--- config.mk ---
export PLATFORM = sky130hd
export DESIGN_NAME = click_decoder
export DESIGN_NICKNAME = d
export VERILOG_FILES = /design/src/rtl/click_decoder.sv
export SDC_FILE = /design/constraint.sdc
export NUM_CORES = 1
export LEC_CHECK = 0
export ABC_AREA = 0
export BUFFER_PORTS_ARGS = -buffer_cell sky130_fd_sc_hd__buf_2
export CORE_UTILIZATION = 45
export DETAILED_ROUTE_END_ITERATION = 10
export HOLD_SLACK_MARGIN = 0.08
export PLACE_DENSITY = 0.74
export SYNTH_ARGS = -nofsm -noshare
export SYNTH_HDL_FRONTEND = slang
export SYNTH_SLANG_ARGS = --single-unit
export TNS_END_PERCENT = 1
--- constraint.sdc ---
create_clock -name clk_i -period 2.1 [get_ports clk_i]
set_clock_uncertainty 0.2 [all_clocks]
set_input_delay 0.63 -clock clk_i [delete_from_list [all_inputs] [get_ports clk_i]]
set_output_delay 0.63 -clock clk_i [all_outputs]
set_load 0.005 [all_outputs]
--- src/rtl/click_decoder.sv ---
`default_nettype none
// ============================================================================
//  Module   : click_decoder
//  Purpose  : Groups one-cycle press strobes from the debouncer into bursts.
//             Strobes closer together than the gap window belong to the same
//             burst. When a burst ends, its click count is presented on a
//             registered valid/ready event port. If that port is still
//             occupied, the burst is dropped and flagged.
//  Revision : 1.0  initial release
// ----------------------------------------------------------------------------
//  Ports
//    clk_i              in   1      clock
//    rst_i              in   1      asynchronous active-high reset
//    key_pressed_stb_i  in   1      one-cycle press strobe
//    click_cnt_o        out  CNT_W  clicks in the delivered burst
//    click_valid_o      out  1      click_cnt_o holds an undelivered event
//    click_ready_i      in   1      consumer accepts when valid & ready
//    click_drop_o       out  1      one-cycle pulse: burst lost, output full
// ============================================================================
module click_decoder #(
    parameter int CLK_FREQ_MHZ = 100,
    parameter int CLICK_GAP_NS = 2000,
    parameter int MAX_CLICKS   = 3,
    localparam int GAP_CYCLES  = CLK_FREQ_MHZ * CLICK_GAP_NS / 1000,
    localparam int CNT_W       = $clog2(MAX_CLICKS + 1)
) (
    input  logic             clk_i,
    input  logic             rst_i,
    input  logic             key_pressed_stb_i,
    output logic [CNT_W-1:0] click_cnt_o,
    output logic             click_valid_o,
    input  logic             click_ready_i,
    output logic             click_drop_o
);

    localparam int               TMR_W      = $clog2(GAP_CYCLES);
    localparam logic [TMR_W-1:0] C_TMR_LAST = TMR_W'(GAP_CYCLES - 1);
    localparam logic [CNT_W-1:0] C_CNT_MAX  = CNT_W'(MAX_CLICKS);
    localparam logic [CNT_W-1:0] C_CNT_PRE  = CNT_W'(MAX_CLICKS - 1);

    typedef enum logic [0:0] {
        S_IDLE  = 1'b0,
        S_COUNT = 1'b1
    } state_t;

    state_t           state_q, state_d;
    logic [CNT_W-1:0] count_q, count_d;
    logic [TMR_W-1:0] timer_q, timer_d;
    logic             sat_q,   sat_d;
    logic [CNT_W-1:0] cnt_q,   cnt_d;
    logic             valid_q, valid_d;
    logic             drop_q,  drop_d;

    logic             w_tmo;
    logic             w_done;
    logic [CNT_W-1:0] w_done_cnt;

    // ------------------------------------------------------------------------
    // Burst tracking
    // ------------------------------------------------------------------------
    always_comb begin
        state_d = state_q;
        count_d = count_q;
        timer_d = timer_q;
        sat_d   = 1'b0;
        w_tmo   = 1'b0;
        unique case (state_q)
            S_IDLE: begin
                if (key_pressed_stb_i) begin
                    count_d = CNT_W'(1);
                    timer_d = '0;
                    state_d = S_COUNT;
                end
            end
            S_COUNT: begin
                // A strobe takes priority over the timeout on the same edge.
                if (key_pressed_stb_i) begin
                    timer_d = '0;
                    if (count_q == C_CNT_PRE) begin
                        // Saturated: close the burst now. The event is
                        // published one edge later through sat_q.
                        count_d = C_CNT_MAX;
                        sat_d   = 1'b1;
                        state_d = S_IDLE;
                    end else begin
                        count_d = count_q + CNT_W'(1);
                    end
                end else if (timer_q == C_TMR_LAST) begin
                    w_tmo   = 1'b1;
                    timer_d = '0;
                    state_d = S_IDLE;
                end else begin
                    timer_d = timer_q + TMR_W'(1);
                end
            end
            default: begin
                state_d = S_IDLE;
            end
        endcase
    end

    // A timeout publishes the live count directly. A saturated burst always
    // carries MAX_CLICKS. This lets a new burst start in the same cycle
    // without corrupting the pending result.
    assign w_done     = w_tmo | sat_q;
    assign w_done_cnt = sat_q ? C_CNT_MAX : count_q;

    // ------------------------------------------------------------------------
    // Output event register
    // ------------------------------------------------------------------------
    always_comb begin
        cnt_d   = cnt_q;
        valid_d = valid_q;
        drop_d  = 1'b0;
        if (w_done) begin
            // The slot is free if it is empty, or if it is being emptied on
            // this same edge.
            if (!valid_q || click_ready_i) begin
                cnt_d   = w_done_cnt;
                valid_d = 1'b1;
            end else begin
                drop_d  = 1'b1;
            end
        end else if (valid_q && click_ready_i) begin
            valid_d = 1'b0;
        end
    end

    always_ff @(posedge clk_i or posedge rst_i) begin
        if (rst_i) begin
            state_q <= S_IDLE;
            count_q <= '0;
            timer_q <= '0;
            sat_q   <= 1'b0;
            cnt_q   <= '0;
            valid_q <= 1'b0;
            drop_q  <= 1'b0;
        end else begin
            state_q <= state_d;
            count_q <= count_d;
            timer_q <= timer_d;
            sat_q   <= sat_d;
            cnt_q   <= cnt_d;
            valid_q <= valid_d;
            drop_q  <= drop_d;
        end
    end

    assign click_cnt_o   = cnt_q;
    assign click_valid_o = valid_q;
    assign click_drop_o  = drop_q;

endmodule
`default_nettype wire

# Yosys cells after proc, flatten, opt, wreduce, memory -nomap -nowiden
# Cells that the tools add are included.
[word_totals] input_bits=4 wordCells=48 regBits=16 out_inout_bits=4
[op_classes] muxes=25 bitwise_logic=2 n_eq_ne=5 reduce_logical=7 addsub=2
[op_table] op="8-bit 2-to-1 mux" count=3
[op_table] op="8-bit one-hot mux with 2 select lines" count=1
[op_table] op="1-bit 2-to-1 mux" count=15
[op_table] op="8-bit by 1-bit adder with 8-bit output, second input constant" count=1
[op_table] op="8-bit == test, second input constant" count=1
[op_table] op="2-bit 2-to-1 mux" count=4
[op_table] op="2-bit AND reduction" count=3
[op_table] op="2-bit != test, second input constant" count=2
[op_table] op="2-bit one-hot mux with 2 select lines" count=1
[op_table] op="2-bit by 1-bit adder with 2-bit output, second input constant" count=1
[op_table] op="2-bit == test, second input constant" count=1
[op_table] op="2-bit by 1-bit != test with 1-bit output, second input constant" count=1
[op_table] op="1-bit one-hot mux with 2 select lines" count=1
[op_table] op="2-bit nonzero test" count=1
[op_table] op="1-bit logical AND" count=1
[op_table] op="1-bit zero test" count=1
[op_table] op="1-bit logical OR" count=1
[op_table] op="1-bit NOT" count=1
[op_table] op="1-bit bitwise OR" count=1

# Longest topological paths before layout
[depth] word_depth=7 ltp_mapped=5 ltp_nobuf=5

# Least setup slack after synthesis
# Ideal clock, no wire load.
[synth_path] kind="register -> register" startpoint="reg timer_q[4]" endpoint="reg timer_q[6]" path_stages_with_launch=5 n_path_buf=0 required_ns=1.779 path_slack_ns=0.452 arrival_ns=1.327 cell_sequence="dfrtp_1 -> or3b_4 -> o21bai_2 -> o22ai_1 -> a22o_1"
[synth_between] elab_chain_len=4
[synth_lines] element="from (decl)" line_no="48" rtl="logic [TMR_W-1:0] timer_q, timer_d;"
[synth_lines] element="from (signal assigned)" line_no="141" rtl="timer_q <= timer_d;"
[synth_lines] element="8-bit by 1-bit adder with 8-bit output / 8-bit == test (equally long branches)" line_no="93, 88"
[synth_lines] element="8-bit 2-to-1 mux (*)" line_no="88" rtl="end else if (timer_q == C_TMR_LAST) begin"
[synth_lines] element="8-bit 2-to-1 mux (*)" line_no="77" rtl="if (key_pressed_stb_i) begin"
[synth_lines] element="8-bit one-hot mux with 2 select lines (*)" line_no="67" rtl="unique case (state_q)"
# Mark *: on every way between the ends. The rest lies on a longest branch, timed or not.
# A chain may end at the register's enable or synchronous reset.

# Worst setup path after layout
# Ends and elaborated chain as after synthesis.

==> metrics.cfg <==
[worst_setup_path]
critPathBufInv=0
timing.critical_path.cells=or3b_4, o21bai_2, o22ai_1, a22o_1
critical_path.top_delay_family=compound AO/OA/AOI/OAI gates
crit_path_capture=timer_q[6]
critical_path_required_ps=2080
cp_slowest_cell=sky130_fd_sc_hd__or3b_4
ff2ff_setup_slack_ps=320
r2r.worst_path.cells=4
crit_path_end_kind=flip-flop
rr_endpoint=timer_q[6]
cp.arrival_ps=1760
timing.setup.critical_path_class=flip-flop to flip-flop
max_stage_delay_ps=440
timing.critical_path.fanout_max=7
worst_r2r_src=timer_q[4]
setup.worst_path.start=timer_q[4]
timing.critical_path.depth=4
worst_setup_path_start_kind=flip-flop

[cells_and_area]
finish.net_count=93
proportion_of_layout_cells_with_a_drive_suffix_above_1_pct=17.65
fill_cells=135
final_cell_count_no_fill=101
antennaDiodeCount=0
finish.utilization_pct=54.25
area_growth_syn_to_layout_pct=10.10

[cts]
max-clock-path-buffers=2
postCtsSetupRepairBufs=0
cts_made_buffers=3
cts_tree=done
post_cts_resize_count=0
cts.clk_slew.worst_paths_ps=90
clock-root-buffer=sky130_fd_sc_hd__clkbuf_4
skew_pair_late_insertion_delay_ps=280
ctsHoldBuffers=0
cts_sinks=16
htree_levels=1

[yosys]
synth-edff-count=0
synth.largest_area_cell=sky130_fd_sc_hd__dfrtp_1
synthAdderAreaFrac_pct=3.257
synthCells=76
synth_top_family_by_area=simple AND/OR/NAND/NOR gates
synth.most_common_cell=sky130_fd_sc_hd__dfrtp_1
post_synthesis_average_cell_area_um2=10.11
ys_ff_latch=16
ys_async_sr_fraction_pct=100.0
netlist_top_cells_area=sky130_fd_sc_hd__dfrtp_1 (52%), sky130_fd_sc_hd__nor2_1 (5.4%), sky130_fd_sc_hd__and3_1 (4.1%)
syn-num-nets=82
synth_ff_type=sky130_fd_sc_hd__dfrtp_1
synthDominantCellAreaShare_pct=52.12
yosysWarningCount=0
netlist_area_um2=768.2
post_synth_num_cell_types=24
compound_cell_area_share_of_the_yosys_netlist_pct=11.56
post_synth_most_frequent_cells=sky130_fd_sc_hd__dfrtp_1 (16), sky130_fd_sc_hd__nor2_1 (11), sky130_fd_sc_hd__nand2_1 (8), sky130_fd_sc_hd__and3_1 (5), sky130_fd_sc_hd__inv_1 (5)
post_synth_and_or_nand_nor_area_fraction_pct=24.76
synth-seq-area-share_pct=52.12
xor_and_xnor_area_share_after_synthesis_pct=3.420
synth.mux.area_fraction_pct=1.466

[timing]
max_frequency_ghz=0.5621
final.setup.tns_ps=0
min_period_over_period_pct=84.71
report.final.setup_viol=0
worst_pin_slew_ps=590.9
timing.max_slew.rel_slack_pct=60.56
slew_viol_final=0
postLayoutSetupSlackWorst_ps=321.0
post_route_minimum_period_ps=1779
grt_setup_unrepaired=false
report.final.hold_viol_count=0

[global_route]
wire_length_of_the_first_global_routing_pass_um=2097
first_global_vias=489
grt_overflow_total=0
grt_start_max_net_pins=17
grt_util_all_layers_pct=15.54
number_of_antenna_violations_at_the_first_check_in_global_routing=0

[power]
p_leak_nw=0.4494
powerDensity_nw_per_um2=781.0
power.ir.vdd_worst_mv=0.4310
totalPowerFinal_w=0.0006605

[route]
first_pass_iters=4
dr_wl_met3_um=62
wl_um=1316
via_count=588
viasPerCell=5.822
drcViolationCount=0
routedLengthMet1_um=665
drtAntennaViolNets=0
top_signal_layer_used=met4
met2RoutedLength_um=578
first_iter_violations=12
routed_wire_length_per_instance_um=13.03

[floorplan]
fp.dieH_um=43.32
die_area_um2=1877
die_w_um=43.32
design.portCount=8
start_util_pct=49.28
floorplan.core_area_um2=1559
floorplan.rows=14

[place]
placedCellCount=98
pre_cts_ws_ps=292.9
dp_hpwl_um=912.6
routabilityCongestion=0.7507
port-buffer-count=7

[hold_path]
hold_path.class=input pin to asynchronous set/reset pin

[status]
outcome=finished clean

[run]
cap_viol_max_count=0

[worst register-to-register path, cell delays in order, from the launching register on]
cell                       delay, ps
sky130_fd_sc_hd__dfrtp_1         430
sky130_fd_sc_hd__or3b_4          440
sky130_fd_sc_hd__o21bai_2        280
sky130_fd_sc_hd__o22ai_1         130
sky130_fd_sc_hd__a22o_1          190
[flip-flops by register name (all words and copies together), names as in the netlist]
name           flops
state_q            1
click_cnt_o        2
click_valid_o      1
timer_q            8
count_q            2
click_drop_o       1
sat_q              1
[power by group]
group	switching, W	internal [W]	total (W)
Combinational	0.0000583	0.0000584	0.000117
Sequential	0.0000360	0.000347	0.000383
Clock	0.0000939	0.0000665	0.000160
Total	0.000188	0.000472	0.000661
[through the flow]
step / area (um2) / hold slack, ps
after global routing: 845.8 / 261.1
after detailed placement: 823.3 / 302.4
after global placement: 823.3 / 296.6
after CTS: 845.8 / 219.5
after floorplan: 768.2 / 267.3
final: 845.8 / 194.6
[cells by family after synthesis]
group,Yosys count
buffers and inverters,7
AO/OA/AOI/OAI,12
AND/OR/NAND/NOR,35
flip-flops,16
multiplexers,1
XOR/XNOR,3
adder cells (fa/ha/maj),2
[per-layer routing]
layer	track usage, %	vias to the layer above
met5	0	-
met4	11.25	0
met3	2.553	2
met2	21.21	17
met1	22.13	280
li1	-	289
[layout by cell type (no fill, tap or decap), types with 2 or more instances in the layout]
cell / count
sky130_fd_sc_hd__dfrtp_1: 16
sky130_fd_sc_hd__a22o_1: 2
sky130_fd_sc_hd__xor2_1: 3
sky130_fd_sc_hd__ha_1: 2
sky130_fd_sc_hd__buf_2: 7
sky130_fd_sc_hd__nor2_1: 11
sky130_fd_sc_hd__and3_1: 5
sky130_fd_sc_hd__inv_1: 5
sky130_fd_sc_hd__nand2_1: 8
sky130_fd_sc_hd__clkbuf_4: 3
sky130_fd_sc_hd__o22ai_1: 4
sky130_fd_sc_hd__o21ai_0: 2
sky130_fd_sc_hd__nor3_1: 3
sky130_fd_sc_hd__nand4_1: 2
[how the worst min path moves through the flow]
stage,to
2_1_floorplan,timer_q[1]
3_3_place_gp,timer_q[1]
3_5_place_dp,timer_q[1]
4_1_cts,timer_q[6]
5_1_grt,timer_q[6]
6_report,state_q
[final cells by class]
cell class	count	area [um2]	share of cell area, %
Inverter	5	18.77	2.219
Timing Repair Buffer	8	42.54	5.030
Multi-Input combinational cell	53	341.6	40.38
Tap cell	16	20.02	2.367
Sequential cell	16	400.4	47.34
Clock buffer	3	22.52	2.663
Note: power is estimated with default switching activity, not from simulation.
